File: src/rtl/if_id_stall_ctrl.sv
// Front-end stall control for the 5-stage MIPS pipeline.
// Owns the PC and IF/ID register, sequences branch resolution, counts stalls.
module if_id_stall_ctrl #(
  parameter int unsigned       WIDTH    = 32,
  parameter int unsigned       CTRL_W   = 9,
  parameter logic [WIDTH-1:0]  RESET_PC = 32'h0000_0000,
  parameter logic [WIDTH-1:0]  NOP      = 32'h0000_0000
) (
  input  logic              clk,
  input  logic              rst,
  input  logic              stall_pc,
  input  logic              stall_control,
  input  logic              branch,
  input  logic              branch_taken,
  input  logic [WIDTH-1:0]  branch_target,
  input  logic              jump,
  input  logic [WIDTH-1:0]  jump_target,
  input  logic [WIDTH-1:0]  instr_in,
  input  logic [CTRL_W-1:0] ctrl_in,
  output logic [WIDTH-1:0]  pc_out,
  output logic [WIDTH-1:0]  if_id_instr,
  output logic [WIDTH-1:0]  if_id_pc4,
  output logic [CTRL_W-1:0] id_ex_ctrl,
  output logic              branch_b,
  output logic [15:0]       stall_count
);

  typedef enum logic {
    RUN    = 1'b0,
    BR_RES = 1'b1
  } state_t;

  typedef struct packed {
    logic [WIDTH-1:0] instr;
    logic [WIDTH-1:0] pc4;
  } if_id_t;

  state_t           state, state_nxt;
  logic [WIDTH-1:0] pc, pc_nxt;
  if_id_t           if_id, if_id_nxt;
  logic [WIDTH-1:0] pc_plus4;
  logic [15:0]      cnt;

  assign pc_plus4 = pc + WIDTH'(4);

  always_comb begin
    state_nxt = state;
    pc_nxt    = pc;
    if_id_nxt = if_id;
    unique case (state)
      RUN: begin
        if (jump) begin
          pc_nxt          = jump_target;
          if_id_nxt.instr = NOP;
        end else if (branch) begin
          state_nxt = BR_RES;
        end else if (!stall_pc) begin
          pc_nxt          = pc_plus4;
          if_id_nxt.instr = instr_in;
          if_id_nxt.pc4   = pc_plus4;
        end
      end
      BR_RES: begin
        // the held fetch at pc is the fall-through, so not-taken just advances
        state_nxt = RUN;
        if (branch_taken) begin
          pc_nxt          = branch_target;
          if_id_nxt.instr = NOP;
        end else begin
          pc_nxt          = pc_plus4;
          if_id_nxt.instr = instr_in;
          if_id_nxt.pc4   = pc_plus4;
        end
      end
      default: state_nxt = RUN;
    endcase
  end

  always_ff @(posedge clk) begin
    if (rst) begin
      state       <= RUN;
      pc          <= RESET_PC;
      if_id.instr <= NOP;
      if_id.pc4   <= '0;
    end else begin
      state <= state_nxt;
      pc    <= pc_nxt;
      if_id <= if_id_nxt;
    end
  end

  always_ff @(posedge clk) begin
    if (rst)
      cnt <= '0;
    else if (stall_pc && cnt != 16'hFFFF)
      cnt <= cnt + 16'd1;
  end

  assign id_ex_ctrl  = stall_control ? '0 : ctrl_in;
  assign pc_out      = pc;
  assign if_id_instr = if_id.instr;
  assign if_id_pc4   = if_id.pc4;
  assign branch_b    = (state == BR_RES);
  assign stall_count = cnt;

endmodule

File: config.mk
export PLATFORM = sky130hd
export DESIGN_NAME = if_id_stall_ctrl
export DESIGN_NICKNAME = d
export VERILOG_FILES = /design/src/rtl/if_id_stall_ctrl.sv
export SDC_FILE = /design/constraint.sdc
export NUM_CORES = 1
export LEC_CHECK = 0
export ABC_AREA = 1
export BUFFER_PORTS_ARGS = -buffer_cell sky130_fd_sc_hd__buf_2
export CAP_MARGIN = 20
export CORE_ASPECT_RATIO = 2
export CORE_MARGIN = 5
export CORE_UTILIZATION = 49
export DETAILED_ROUTE_END_ITERATION = 8
export GPL_TIMING_DRIVEN = 0
export HOLD_SLACK_MARGIN = 0.03
export PLACE_DENSITY = 0.77
export SYNTH_ARGS = -nofsm -noshare
export SYNTH_HDL_FRONTEND = slang
export SYNTH_SLANG_ARGS = --single-unit
File: constraint.sdc
create_clock -name clk -period 1.9 [get_ports clk]
set_input_delay 0.095 -clock clk [delete_from_list [all_inputs] [get_ports clk]]
set_output_delay 0.095 -clock clk [all_outputs]
set_load 0.05 [all_outputs]
; Yosys cells after proc, flatten, opt, wreduce, memory -nomap -nowiden
; Cells that the tools add are included.
[totals]
regBits = 113
in_bits = 112
out_inout_bits = 122
elab_cells = 34
[classes]
addsub = 2
n_eq_ne = 7
muxes = 16
bitwise_logic = 1
n_reduce_logical = 3
[op_table]
columns = operator, count
row1 = 32-bit 2-to-1 mux, 8
row2 = 64-bit 2-to-1 mux, 2
row3 = 64-bit one-hot mux with 2 select lines, 1
row4 = 32-bit one-hot mux with 2 select lines, 1
row5 = "32-bit by 3-bit adder with 32-bit output, second input constant", 1
row6 = "16-bit by 1-bit adder with 16-bit output, second input constant", 1
row7 = "16-bit inequality test, second input constant", 1
row8 = 9-bit 2-to-1 mux, 1
row9 = "2-bit inequality test, second input constant", 4
row10 = "3-bit inequality test, second input constant", 2
row11 = 4-bit AND reduction, 1
row12 = 1-bit 2-to-1 mux, 2
row13 = 1-bit one-hot mux with 2 select lines, 1
row14 = 2-bit AND reduction, 1
row15 = 1-bit logical AND, 1
row16 = 1-bit NOT, 1

; Logic depth before layout (Yosys ltp)
[depth]
depth_word = 5
ltp_mapped = 12
ltp_nobuf = 11

; Worst setup path after synthesis
; Ideal clock, no wire load.
[synth_timing]
path_kind = reg-to-reg
startpoint = register cnt[1] (netlist: stall_count[1])
endpoint = register cnt[5] (netlist: stall_count[5])
setup_time_ns = 0.132
t_arrival_ns = 1.801
t_required_ns = 1.768
path_slack_ns = -0.033
stages_incl_launch_ff = 10
n_path_buf = 1
synth_period_minus_slack_ns = 1.933
cell_sequence = dfxtp_1 ha_1 nand3_2 nor2_2 nand3_2 nand2_2 inv_2 clkbuf_8 nand2_1 a21oi_1
[synth_between]
elab_chain_len = 2
elab_cells_between_ends = 3
cone_classes = add/sub (1) / eq/ne (1) / reduce/logical (1)
[synth_lines]
columns = item, line_no
row1 = "start, declared", 42  ; logic [15:0] cnt;
row2 = "start signal, assigned", 96  ; cnt <= cnt + 16'd1;
row3 = branches (longest 2 deep; another with 16-bit by 1-bit adder with 16-bit output), --
; Parallel ways; which one is timed is not known.
; A chain may end at the register's enable or synchronous reset.

; Worst setup path after layout
[layout_timing]
startpoint = register state (netlist: branch_b)
endpoint = register pc[30] (netlist: pc_out[30])
[layout_between]
elab_chain_len = 3
elab_cells_between_ends = 5
cone_classes = eq/ne (2) / mux (1) / bitwise (1) / reduce/logical (1)
[layout_lines]
columns = item, line_no
row1 = "start, declared", 38  ; state_t state, state_nxt;
row2 = "start signal, assigned", 86  ; state <= state_nxt;
row3 = 1-bit NOT, --
row4 = 3-bit inequality test (no source line), --
row5 = 2-bit AND reduction (no source line), --
row6 = "end signal, assigned", 87  ; pc <= pc_nxt;
row7 = "end, declared", 39  ; logic [WIDTH-1:0] pc, pc_nxt;
; Parallel ways exist; a longest one is shown, timed or not.

==> out/results.tsv <==
metric	value	unit
port_buffers	231	
vias	7231	
arrival	2.11	ns
root_buffer	clkbuf_16	
die_h	163	um
slew-limit-headroom	0.533	
path_delay_family	compound AO/OA/AOI/OAI gates	
first_pass_iters	5	
rsz0062_at_grt	no	
fillers	946	
antenna_found_initial	0	
fmax	549	MHz
synth_most_common_cell	nand2_1	
grt_pass1_vias	7355	
leakage	4.11	nW
cp-end-kind	flop	
ys.flop_type	dfxtp_1	
drive_gt1_frac	0.263	
crit_buf_inv	3	
grt_pass1_wl	34.9	mm
clk-insertion-delay-late	0.41	ns
ctsHtreeMaxLevel	4	
grt_max_degree	17	
hold_path.class	in -> reg	
syn-cell-area	0.00574	mm2
crit_chain	inv_1, nand2_1, a21oi_4, inv_2, clkbuf_1, o21ai_0, a21oi_1	
cpPeakStageDelay	0.36	ns
synth_edf_count	0	
synthCells	828	
powerDensity	888	mW/mm2
clkTransAtPathRegs	0.05	ns
die_width	86.5	um
coreArea	0.0116	mm2
yosysTopAreaCell	dfxtp_1	
vias_per_cell	5.47	
seqCellArea	0.00227	mm2
yosys_warnings	0	
cts_buffer_depth	2	
crit_type	reg -> reg	
status	finished clean	
skew	0.00870	ns
ant_nets	0	
cts_made_buffers	17	
start_util	0.493	
wl_per_cell	17.1	um
syn_area_per_cell	6.93	um2
utilization	0.736	
ys_ff_latch	113	
stdcell_count	1321	
p_total	0.00760	W
cts.sinks	113	
seq_area_frac_synth	0.394	
postSynth.asyncResetShare	0	
cts_tree	built	
cp_slowest_cell	dfxtp_1	
synth.area.top_cells	dfxtp_1 (39%), nand2_1 (11%), nor2_1 (8.2%), a21oi_1 (7.3%), o21ai_0 (6.8%)	
min_period_over_period	0.960	
multiInputGateArea	0.00299	mm2
startpoint_type	flop	
period_minus_slack	1.82	ns
worst-path-max-fanout	10	
maxSlewViolCount	0	
n_antenna_cell	0	
grt_usage	0.317	
dp_hpwl	15.7	mm
synth_top_cells_by_count	nand2_1 (171), nor2_1 (126), dfxtp_1 (113)	
dp_cells	1204	
syn-num-nets	942	
fp.dieArea	0.0141	mm2
finalHoldViolations	0	
drt_iter0_markers	445	
gp_congestion	0.935	
tns	0	ns
cap_violations	0	
rows	56	
routed_wl	22.6	mm
io_pins	234	
globalRouteOverflowTotal	0	
finalSetupViolCount	0	
cp.required	2.19	ns
nets	1281	
holdWs	0.0507	ns
remaining_drc_errors	0	
syn2layout_area_growth	49.2	%
worstMarginPinSlew	0.701	ns
ir_drop	0.000722	V
synth_top_area_frac	0.394	
ys_types	38	
## worst reg2reg max path, cell delays in order, from the launching register on
cell	delay, ns
dfxtp_1	0.36
inv_1	0.10
nand2_1	0.10
a21oi_4	0.32
inv_2	0.15
clkbuf_1	0.34
o21ai_0	0.27
a21oi_1	0.06
## where the power goes
group	leakage (nW)	switching, W	total [W]	internal [W]
sequential	0.931	0.000152	0.00270	0.00254
clock	0.280	0.00108	0.00311	0.00203
combinational	2.90	0.00124	0.00179	0.000552
total	4.11	0.00247	0.00760	0.00512
## final cells by class
type | instances | share of cell area
clock inverters | 6 | 0.00965
flip-flops and latches | 113 | 0.265
clock buffers | 22 | 0.0566
repair buffers | 320 | 0.239
well taps | 145 | 0.0212
inverters | 73 | 0.0326
plain buffers | 46 | 0.0270
multi-input cells | 596 | 0.349
## repair_timing
action                                 in CTS  in global routing
gates resized for setup                     1                  5
buffers inserted                            0                  0
endpoints found under the hold margin      62                  0
hold buffers                               89                  0
cloned                                      0                  0
setup endpoints to repair                   6                  6
## routing by layer
layer / vias to the layer above / track usage / wire length [um]
met5: - / 0 / 0
met4: 0 / 0.209 / 1440
met3: 107 / 0.0843 / 1610
met2: 367 / 0.576 / 11900
met1: 3343 / 0.303 / 7640
li1: 3414 / - / -
## registers in the layout, summed over array words and instances (netlist names)
signal	cells
if_id_instr	32
if_id_pc4	32
pc_out	32
stall_count	16
branch_b	1
## cell usage in the layout (no fill, tap or decap), types with 4 or more instances in the layout
cell	synthesis	final
o21ai_0	78	78
nand2_4	3	4
o21ai_1	14	14
a21oi_1	84	84
nand2_1	171	171
nand3b_1	4	4
nand3_1	20	20
buf_2	7	238
nor2_2	5	4
xnor2_1	7	7
nor2_1	126	126
nor2_4	9	10
dlygate4sd3_1	0	89
clkbuf_16	0	17
clkbuf_1	28	28
inv_1	68	68
nor3_1	5	5
a221oi_1	27	26
clkbuf_8	1	5
xor2_1	16	16
nand2_2	5	4
dfxtp_1	113	110
nand4_1	6	6
## path summary, 6_finish.rpt
check	slack, ns	startpoint	cells past startpoint	endpoint
worst max-delay path	0.08	branch_b	7	pc_out[30]
worst min-delay path	0.05	jump_target[1]	3	pc_out[1]
worst max register to register	0.08	branch_b	7	pc_out[30]
worst min register to register	0.47	if_id_pc4[6]	2	if_id_pc4[6]
## kinds of logic after synthesis
family / after synthesis / synth area share
simple gates: 358 / 0.268
compound gates: 212 / 0.207
buf+inv: 119 / 0.0888
flops: 113 / 0.394
xor+xnor: 24 / 0.0380
fa+ha+maj: 2 / 0.00436
## metrics by stage
step | cell area (um2) | setup WS, ns
after floorplan | 5740 | 0.00540
after global placement | 7080 | 0.0798
after detailed placement | 7080 | 0.00724
after CTS | 8540 | 0.110
after global routing | 8560 | 0.00539
final | 8560 | 0.0769
No activity file was read; power rests on OpenSTA's default activity.
